**config.mk**
```make
export PLATFORM = sky130hd
export DESIGN_NAME = pulse_period_monitor_flat
export DESIGN_NICKNAME = d
export VERILOG_FILES = /design/src/rtl/pulse_period_monitor_if.sv /design/src/rtl/pulse_period_monitor.sv /design/src/flat_wrapper.sv
export SDC_FILE = /design/constraint.sdc
export NUM_CORES = 1
export LEC_CHECK = 0
export ABC_AREA = 1
export BUFFER_PORTS_ARGS = -buffer_cell sky130_fd_sc_hd__buf_2
export CORE_MARGIN = 5
export CORE_UTILIZATION = 50
export DETAILED_ROUTE_END_ITERATION = 10
export PLACE_DENSITY = 0.71
export SLEW_MARGIN = 20
export SYNTH_ARGS = -nofsm -noshare
export SYNTH_HDL_FRONTEND = slang
export SYNTH_SLANG_ARGS = --single-unit
```
**constraint.sdc**
```tcl
create_clock -name clk -period 2.5 [get_ports clk]
set_clock_uncertainty 0.15 [all_clocks]
set_input_delay 0.75 -clock clk [delete_from_list [all_inputs] [get_ports clk]]
set_output_delay 0.75 -clock clk [all_outputs]
set_load 0.03 [all_outputs]
```
**src/rtl/pulse_period_monitor_if.sv**
```systemverilog
// Strobe input and health/fault outputs of the pulse period monitor.
// master drives sig; slave is the monitor.
interface pulse_period_monitor_if #(
  parameter int CBITS = 13
);
  logic             sig;
  logic             locked;
  logic             err;
  logic             early;
  logic             late;
  logic [CBITS-1:0] period;
  logic [7:0]       fault_cnt;

  modport master (
    output sig,
    input  locked,
    input  err,
    input  early,
    input  late,
    input  period,
    input  fault_cnt
  );

  modport slave (
    input  sig,
    output locked,
    output err,
    output early,
    output late,
    output period,
    output fault_cnt
  );
endinterface

```
**src/rtl/pulse_period_monitor.sv**
```systemverilog
// Locks onto a periodic strobe of N+1 cycles (+/-TOL) and
// reports early/late pulses as fault events once locked.
module pulse_period_monitor #(
  parameter int N        = 5000,
  parameter int CBITS    = 13,
  parameter int TOL      = 2,
  parameter int LOCK_CNT = 4
) (
  input  logic clk,
  input  logic rst,
  pulse_period_monitor_if.slave bus
);

  localparam int GBITS = $clog2(LOCK_CNT + 1);

  localparam logic [CBITS-1:0] WIN_LO = CBITS'(N - TOL);
  localparam logic [CBITS-1:0] WIN_HI = CBITS'(N + TOL);
  localparam logic [CBITS-1:0] TO_CNT = CBITS'(N + TOL + 1);
  localparam logic [CBITS-1:0] C_MAX  = '1;
  localparam logic [GBITS-1:0] G_LOCK = GBITS'(LOCK_CNT);

  typedef enum logic [1:0] {
    IDLE,
    ACQ,
    LOCK,
    FAULT
  } state_t;

  state_t           state_q, state_d;
  logic [CBITS-1:0] cnt_q, cnt_d;
  logic [GBITS-1:0] good_q, good_d;
  logic [CBITS-1:0] period_q, period_d;
  logic [7:0]       fault_q, fault_d;
  logic             locked_q, locked_d;
  logic             err_q, err_d;
  logic             early_q, early_d;
  logic             late_q, late_d;

  logic sig;
  logic in_win;
  logic early_ev;
  logic late_ev;
  logic timeout;
  logic fault_ev;

  assign sig = bus.sig;

  always_comb begin
    in_win   = sig && (cnt_q >= WIN_LO) && (cnt_q <= WIN_HI);
    early_ev = sig && (cnt_q < WIN_LO);
    late_ev  = sig && (cnt_q > WIN_HI);
    // counter saturates past TO_CNT, so this fires once per gap
    timeout  = !sig && (cnt_q == TO_CNT);
  end

  always_comb begin
    cnt_d    = cnt_q;
    state_d  = state_q;
    good_d   = good_q;
    period_d = period_q;
    fault_d  = fault_q;
    early_d  = 1'b0;
    late_d   = 1'b0;
    fault_ev = 1'b0;

    if (sig) begin
      cnt_d = '0;
    end else if (cnt_q != C_MAX) begin
      cnt_d = cnt_q + 1'b1;
    end

    if (sig && (state_q != IDLE)) begin
      period_d = cnt_q + 1'b1;
    end

    unique case (state_q)
      IDLE: begin
        if (sig) begin
          state_d = ACQ;
          good_d  = '0;
        end
      end
      ACQ: begin
        if (in_win) begin
          if (good_q + 1'b1 == G_LOCK) begin
            state_d = LOCK;
            good_d  = '0;
          end else begin
            good_d = good_q + 1'b1;
          end
        end else if (early_ev || late_ev) begin
          good_d = '0;
        end else if (timeout) begin
          state_d = IDLE;
          good_d  = '0;
        end
      end
      LOCK: begin
        if (early_ev) begin
          state_d  = FAULT;
          early_d  = 1'b1;
          fault_ev = 1'b1;
        end else if (late_ev || timeout) begin
          state_d  = FAULT;
          late_d   = 1'b1;
          fault_ev = 1'b1;
        end
      end
      FAULT: begin
        if (sig) begin
          state_d = ACQ;
          good_d  = '0;
        end
      end
      default: begin
        state_d = IDLE;
        good_d  = '0;
      end
    endcase

    if (fault_ev && (fault_q != 8'hff)) begin
      fault_d = fault_q + 1'b1;
    end

    err_d    = early_d | late_d;
    locked_d = (state_d == LOCK);
  end

  always_ff @(posedge clk) begin
    if (rst) begin
      state_q  <= IDLE;
      cnt_q    <= '0;
      good_q   <= '0;
      period_q <= '0;
      fault_q  <= '0;
      locked_q <= 1'b0;
      err_q    <= 1'b0;
      early_q  <= 1'b0;
      late_q   <= 1'b0;
    end else begin
      state_q  <= state_d;
      cnt_q    <= cnt_d;
      good_q   <= good_d;
      period_q <= period_d;
      fault_q  <= fault_d;
      locked_q <= locked_d;
      err_q    <= err_d;
      early_q  <= early_d;
      late_q   <= late_d;
    end
  end

  assign bus.locked    = locked_q;
  assign bus.err       = err_q;
  assign bus.early     = early_q;
  assign bus.late      = late_q;
  assign bus.period    = period_q;
  assign bus.fault_cnt = fault_q;

endmodule

```
**src/flat_wrapper.sv**
```systemverilog
// flat-port wrapper written by rule: the top's interface ports become plain ports
module pulse_period_monitor_flat 
#(
  parameter int N        = 5000,
  parameter int CBITS    = 13,
  parameter int TOL      = 2,
  parameter int LOCK_CNT = 4
)
  (clk, rst, bus_sig, bus_locked, bus_err, bus_early, bus_late, bus_period, bus_fault_cnt);
  pulse_period_monitor_if #(.CBITS(CBITS)) bus_i ();
  input  logic clk;
  input  logic rst;
  input wire logic [$bits(bus_i.sig)-1:0] bus_sig;
  output wire logic [$bits(bus_i.locked)-1:0] bus_locked;
  output wire logic [$bits(bus_i.err)-1:0] bus_err;
  output wire logic [$bits(bus_i.early)-1:0] bus_early;
  output wire logic [$bits(bus_i.late)-1:0] bus_late;
  output wire logic [$bits(bus_i.period)-1:0] bus_period;
  output wire logic [$bits(bus_i.fault_cnt)-1:0] bus_fault_cnt;
  assign bus_i.sig = bus_sig;
  assign bus_locked = bus_i.locked;
  assign bus_err = bus_i.err;
  assign bus_early = bus_i.early;
  assign bus_late = bus_i.late;
  assign bus_period = bus_i.period;
  assign bus_fault_cnt = bus_i.fault_cnt;
  pulse_period_monitor #(.N(N), .CBITS(CBITS), .TOL(TOL), .LOCK_CNT(LOCK_CNT)) u_core (.clk(clk), .rst(rst), .bus(bus_i));
endmodule
```
* Word-level counts from Yosys, hierarchy flattened
Index checks and enable logic that the tools add are counted.
Operators by class: order comparisons 4, equal/unequal tests 10, mux-type cells 21, reduce and logical (&&, ||, !) cells 16, bitwise operators 1, $add $sub $neg 3
Operator list (count):
- 2-to-1 mux 3 bit | 5
- 2-to-1 mux 2 bit | 7
- adder 13 x 1 -> 13 bit (second input constant) | 1
- equality test 13 bit (second input constant) | 1
- greater-or-equal comparator 13 bit (second input constant) | 1
- > comparator 13 bit (second input constant) | 1
- less-or-equal comparator 13 bit (second input constant) | 1
- less-than comparator 13 bit (second input constant) | 1
- != test 13 bit (second input constant) | 1
- adder 8 x 1 -> 8 bit (second input constant) | 1
- != test 8 bit (second input constant) | 1
- logical AND 1 bit | 7
- 2-to-1 mux 1 bit | 7
- equality test 2 bit (second input constant) | 3
- case mux 2 bit (3 select lines) | 1
- case mux 3 bit (2 select lines) | 1
- != test 4 x 1 -> 1 bit (second input constant) | 1
- nonzero test 2 bit | 2
- OR reduction 2 bit | 2
- adder 3 x 1 -> 3 bit (second input constant) | 1
- equality test 3 bit (second input constant) | 1
- AND reduction 3 bit | 1
- equality test 2 x 1 -> 1 bit (second input constant) | 1
- zero test 2 bit | 1
- other kinds (4) | 5
Word-level totals: output and inout port bits 25, logic and storage cells 64, register bits after elaboration 43, input port bits 3

* Longest topological paths before layout
word-level depth 7, mapped depth 16, gate-level depth less buffers 16

* Least setup slack after synthesis
OpenSTA, ideal clock, no wires.
path type register to register, start reg u_core.fault_q[0], in the netlist u_core.bus.fault_cnt[0], end reg u_core.fault_q[6], in the netlist u_core.bus.fault_cnt[6], cell stages (with the launch flop) 8, clock period less this slack 1.987 ns, arrival time 1.766 ns, library setup time 0.070 ns, path slack 0.513 ns, path buffers 0, data required time 2.280 ns, cell sequence dfxtp_1 > ha_1 > nand2_1 > nor3b_1 > nand3_2 > nand2_1 > nand2_1 > a21oi_1
Between the ends: word-level cells in the longest chain between the ends 2, elaborated cells between the ends (all ways) 3, those cells by class add/sub (1); eq/ne (1); reduce/logical (1)
RTL lines:
- start, declared | line pulse_period_monitor.sv:33 | logic [7:0] fault_q, fault_d;
- start signal, assigned | line pulse_period_monitor.sv:145 | fault_q <= fault_d;
- parallel branches: the longest is 2 deep, another holds adder 8 x 1 -> 8 bit
Several ways; the timed one is not identified. A chain may end at the register's enable or synchronous reset.

* Final worst setup path
start reg u_core.cnt_q[0], end reg u_core.cnt_q[0]
Between the ends: word-level cells in the longest chain between the ends 1, elaborated cells between the ends (all ways) 2, those cells by class add/sub (1); eq/ne (1)
RTL lines:
- start, declared | line pulse_period_monitor.sv:30 | logic [CBITS-1:0] cnt_q, cnt_d;
- start signal, assigned | line pulse_period_monitor.sv:142 | cnt_q <= cnt_d;
- adder 13 x 1 -> 13 bit or != test 13 bit (tied branches) | line pulse_period_monitor.sv:69, pulse_period_monitor.sv:68
Parallel ways exist; a longest one is shown, timed or not.

==> out/metrics.yaml <==
route:
  dr.pass1.iters: 4
  wl_mm: 4.39
  vias: 1960
  vias_per_cell: 5.01
  drt_iter0_markers: 115
  ant_nets: 0
  drcViolationCount: 0
  wl_per_cell_um: 11.2
synth:
  netlist_instances: 308
  synth_common_cells: "nand2_1 (52), inv_1 (51), dfxtp_1 (43), nor2_1 (33), a21oi_1 (25)"
  yosysMostFrequentCell: "nand2_1"
  ys_warn_count: 0
  ys_ff_latch: 43
  synth_top_area_share_pct: 38.0
  syn_area_sq_mm: 0.00227
  ys_seq_area_share_pct: 38.0
  synth_fp_nets: 320
  synth_edf_count: 0
  yosysTopAreaCell: "dfxtp_1"
  yosysUniqueCellTypes: 29
  ys_async_sr_fraction_pct: 0
  synthTopCellsByArea: "dfxtp_1 (38%), nand2_1 (8.6%), inv_1 (8.4%)"
  synthFlopType: "dfxtp_1"
  postSynthAreaPerCell_sq_um: 7.36
min_path:
  worstHoldStart: "u_core.bus.period[6]"
  whs_endpoint: "u_core.bus.period[6]"
  holdPathStages: 2
  min_path_type: "reg2reg"
pwr:
  power.density_mw_per_mm2: 537
  p_seq_share_pct: 53.9
  switching_share_pct: 28.4
  p_leak_nw: 1.18
  p_clk_share_pct: 31.5
  p_int_uw: 973
  finalPower_mw: 1.36
  power_switching_uw: 386
  power_frac_comb_pct: 14.6
  irDropWorstVdd_uv: 341
worst_setup_path:
  rrSetupSlack_ns: 0.40
  critPathArrivalTime_ns: 2.14
  r2r-end: "u_core.cnt_q[0]"
  cp_cell_sequence: "ha_1, nand3_2, nor3_2, nand3_1, nor2_2, nand3_2, nor2_4, inv_2, o21ai_0, a21oi_1"
  crit_top_cell: "nand3_2"
  startpoint: "u_core.cnt_q[0]"
  r2r-start: "u_core.cnt_q[0]"
  startpoint_type: "flip-flop"
  crit_path_max_incr_delay_ns: 0.43
  cp.required_ns: 2.53
  critPathSlowestCell: "dfxtp_1"
  cp_max_fo: 6
  end_kind: "flip-flop"
  r2r_cells: 10
  crit_type: "reg2reg"
sta:
  fmax_ghz: 0.475
  setup_violations: 0
  period_share_pct: 84.1
  period_needed_ns: 2.10
  tns_ns: 0
  worst_pin_slew_ns: 0.486
  hold_viol: 0
  drv_slew: 0
  maxSlewHeadroom_pct: 67.6
  fin_hold_ws_ns: 0.348
  rsz0062_at_grt: "no"
place:
  dpl_cell_area_sq_mm: 0.00244
  dpl.hpwl_mm: 3.25
  gp_congestion: 0.882
  port_buffers: 27
die:
  rows: 24
  io_pins: 28
  initial_utilization_pct: 51.7
  die_y_um: 77.3
  die_w_um: 77.3
  core_area_sq_mm: 0.00438
  die_area_sq_mm: 0.00598
clocking:
  cts_buffer_depth: 2
  holdBufCountCts: 0
  cts.clk_slew.worst_paths_ns: 0.08
  cts_sinks: 43
  cts_made_buffers: 5
  ctsResizeCount: 0
  clk_latency_ns: 0.29
  cts_tree: "done"
  cts_setup_buffers: 0
  root_buffer: "clkbuf_8"
  htreeDepth: 2
job:
  cap_violations: 0
global_routing:
  antenna_found_initial: 0
  grt_pass1_wl_mm: 7.90
  first_global_vias: 1838
  grt.overflow.total: 0
  grt_max_degree: 25
  track_usage_pct: 15.6
final_layout:
  drive_gt1_share_pct: 17.1
  fin_nets: 350
  fin_util_pct: 57.7
  diodes: 0
  syn2layout_area_growth_pct: 11.6
  fin_area_sq_mm: 0.00253
run_status:
  status: "complete, no violations"
## critical path: cells and delay by family, from the launching register on
kind / cells / cell delay (ns)
AO/OA/AOI/OAI: 2 / 0.20
adder cells (fa/ha/maj): 1 / 0.27
buffers and inverters: 1 / 0.06
flip-flops: 1 / 0.43
AND/OR/NAND/NOR: 6 / 0.86
## cells by family after synthesis
family                   after synthesis  share of synthesized area (%)
XOR/XNOR                              17                           6.57
AO/OA/AOI/OAI                         51                           12.5
buffers and inverters                 58                           10.3
flip-flops                            43                           38.0
AND/OR/NAND/NOR                      130                           27.7
adder cells (fa/ha/maj)                9                           4.97
## layout by cell type (no fill, tap or decap), types with 2 or more instances in the layout
cell type,n
nand2_1,52
inv_1,51
dfxtp_1,43
nor2_1,33
buf_2,27
a21oi_1,25
nand3_1,14
o21ai_0,14
xor2_1,13
ha_1,9
nand3_2,7
o211ai_1,7
nor2_2,6
clkbuf_8,5
xnor2_1,4
nor3_2,3
nor3_1,3
nand4_1,3
nand2_2,2
nor3b_1,2
nand3b_1,2
nor4_1,2
buf_4,2
## through the flow
stage	std cells	setup WS, ns
final	391	0.396
after global routing	391	0.0974
after CTS	391	0.408
after detailed placement	383	0.397
after global placement	383	0.430
after floorplan	308	0.513
## worst max path at each step
stage / to / slack [ns]
after floorplan: u_core.bus.fault_cnt[6] / 0.51
after global placement: u_core.bus.fault_cnt[7] / 0.43
after detailed placement: u_core.bus.fault_cnt[4] / 0.40
after CTS: u_core.cnt_q[0] / 0.41
after global routing: u_core.cnt_q[0] / 0.1
final: u_core.cnt_q[0] / 0.40
## state kept, by name (all words and copies together) (netlist names)
signal	flops
u_core.bus.period	13
u_core.cnt_q	13
u_core.bus.fault_cnt	8
u_core.good_q	3
u_core.state_q	2
u_core.bus.early	1
u_core.bus.err	1
u_core.bus.late	1
u_core.bus.locked	1
## layout make-up
class	instances	area (sq um)
inverter	52	195
tap	52	65.1
clock buffer	6	72.6
fill	404	1860
clock inverter	2	12.5
timing repair buffer	29	150
sequential	43	861
multi-input combinational	207	1170
## per-layer routing
layer	wire length [um]	up-vias	track usage (%)
met3	223	9	4.10
met5	0	-	0
met4	81	0	5.50
met2	1910	41	24.1
li1	-	1039	-
met1	2180	871	20.9
## power groups by stage
stage	clock, mW	combinational [mW]	sequential, mW
after floorplan	0	0.106	0.790
after global placement	0	0.197	0.747
after detailed placement	0	0.199	0.748
after CTS	0.441	0.200	0.732
after global routing	0.472	0.225	0.737
final	0.428	0.199	0.732
No activity file was read; power rests on OpenSTA's default activity.
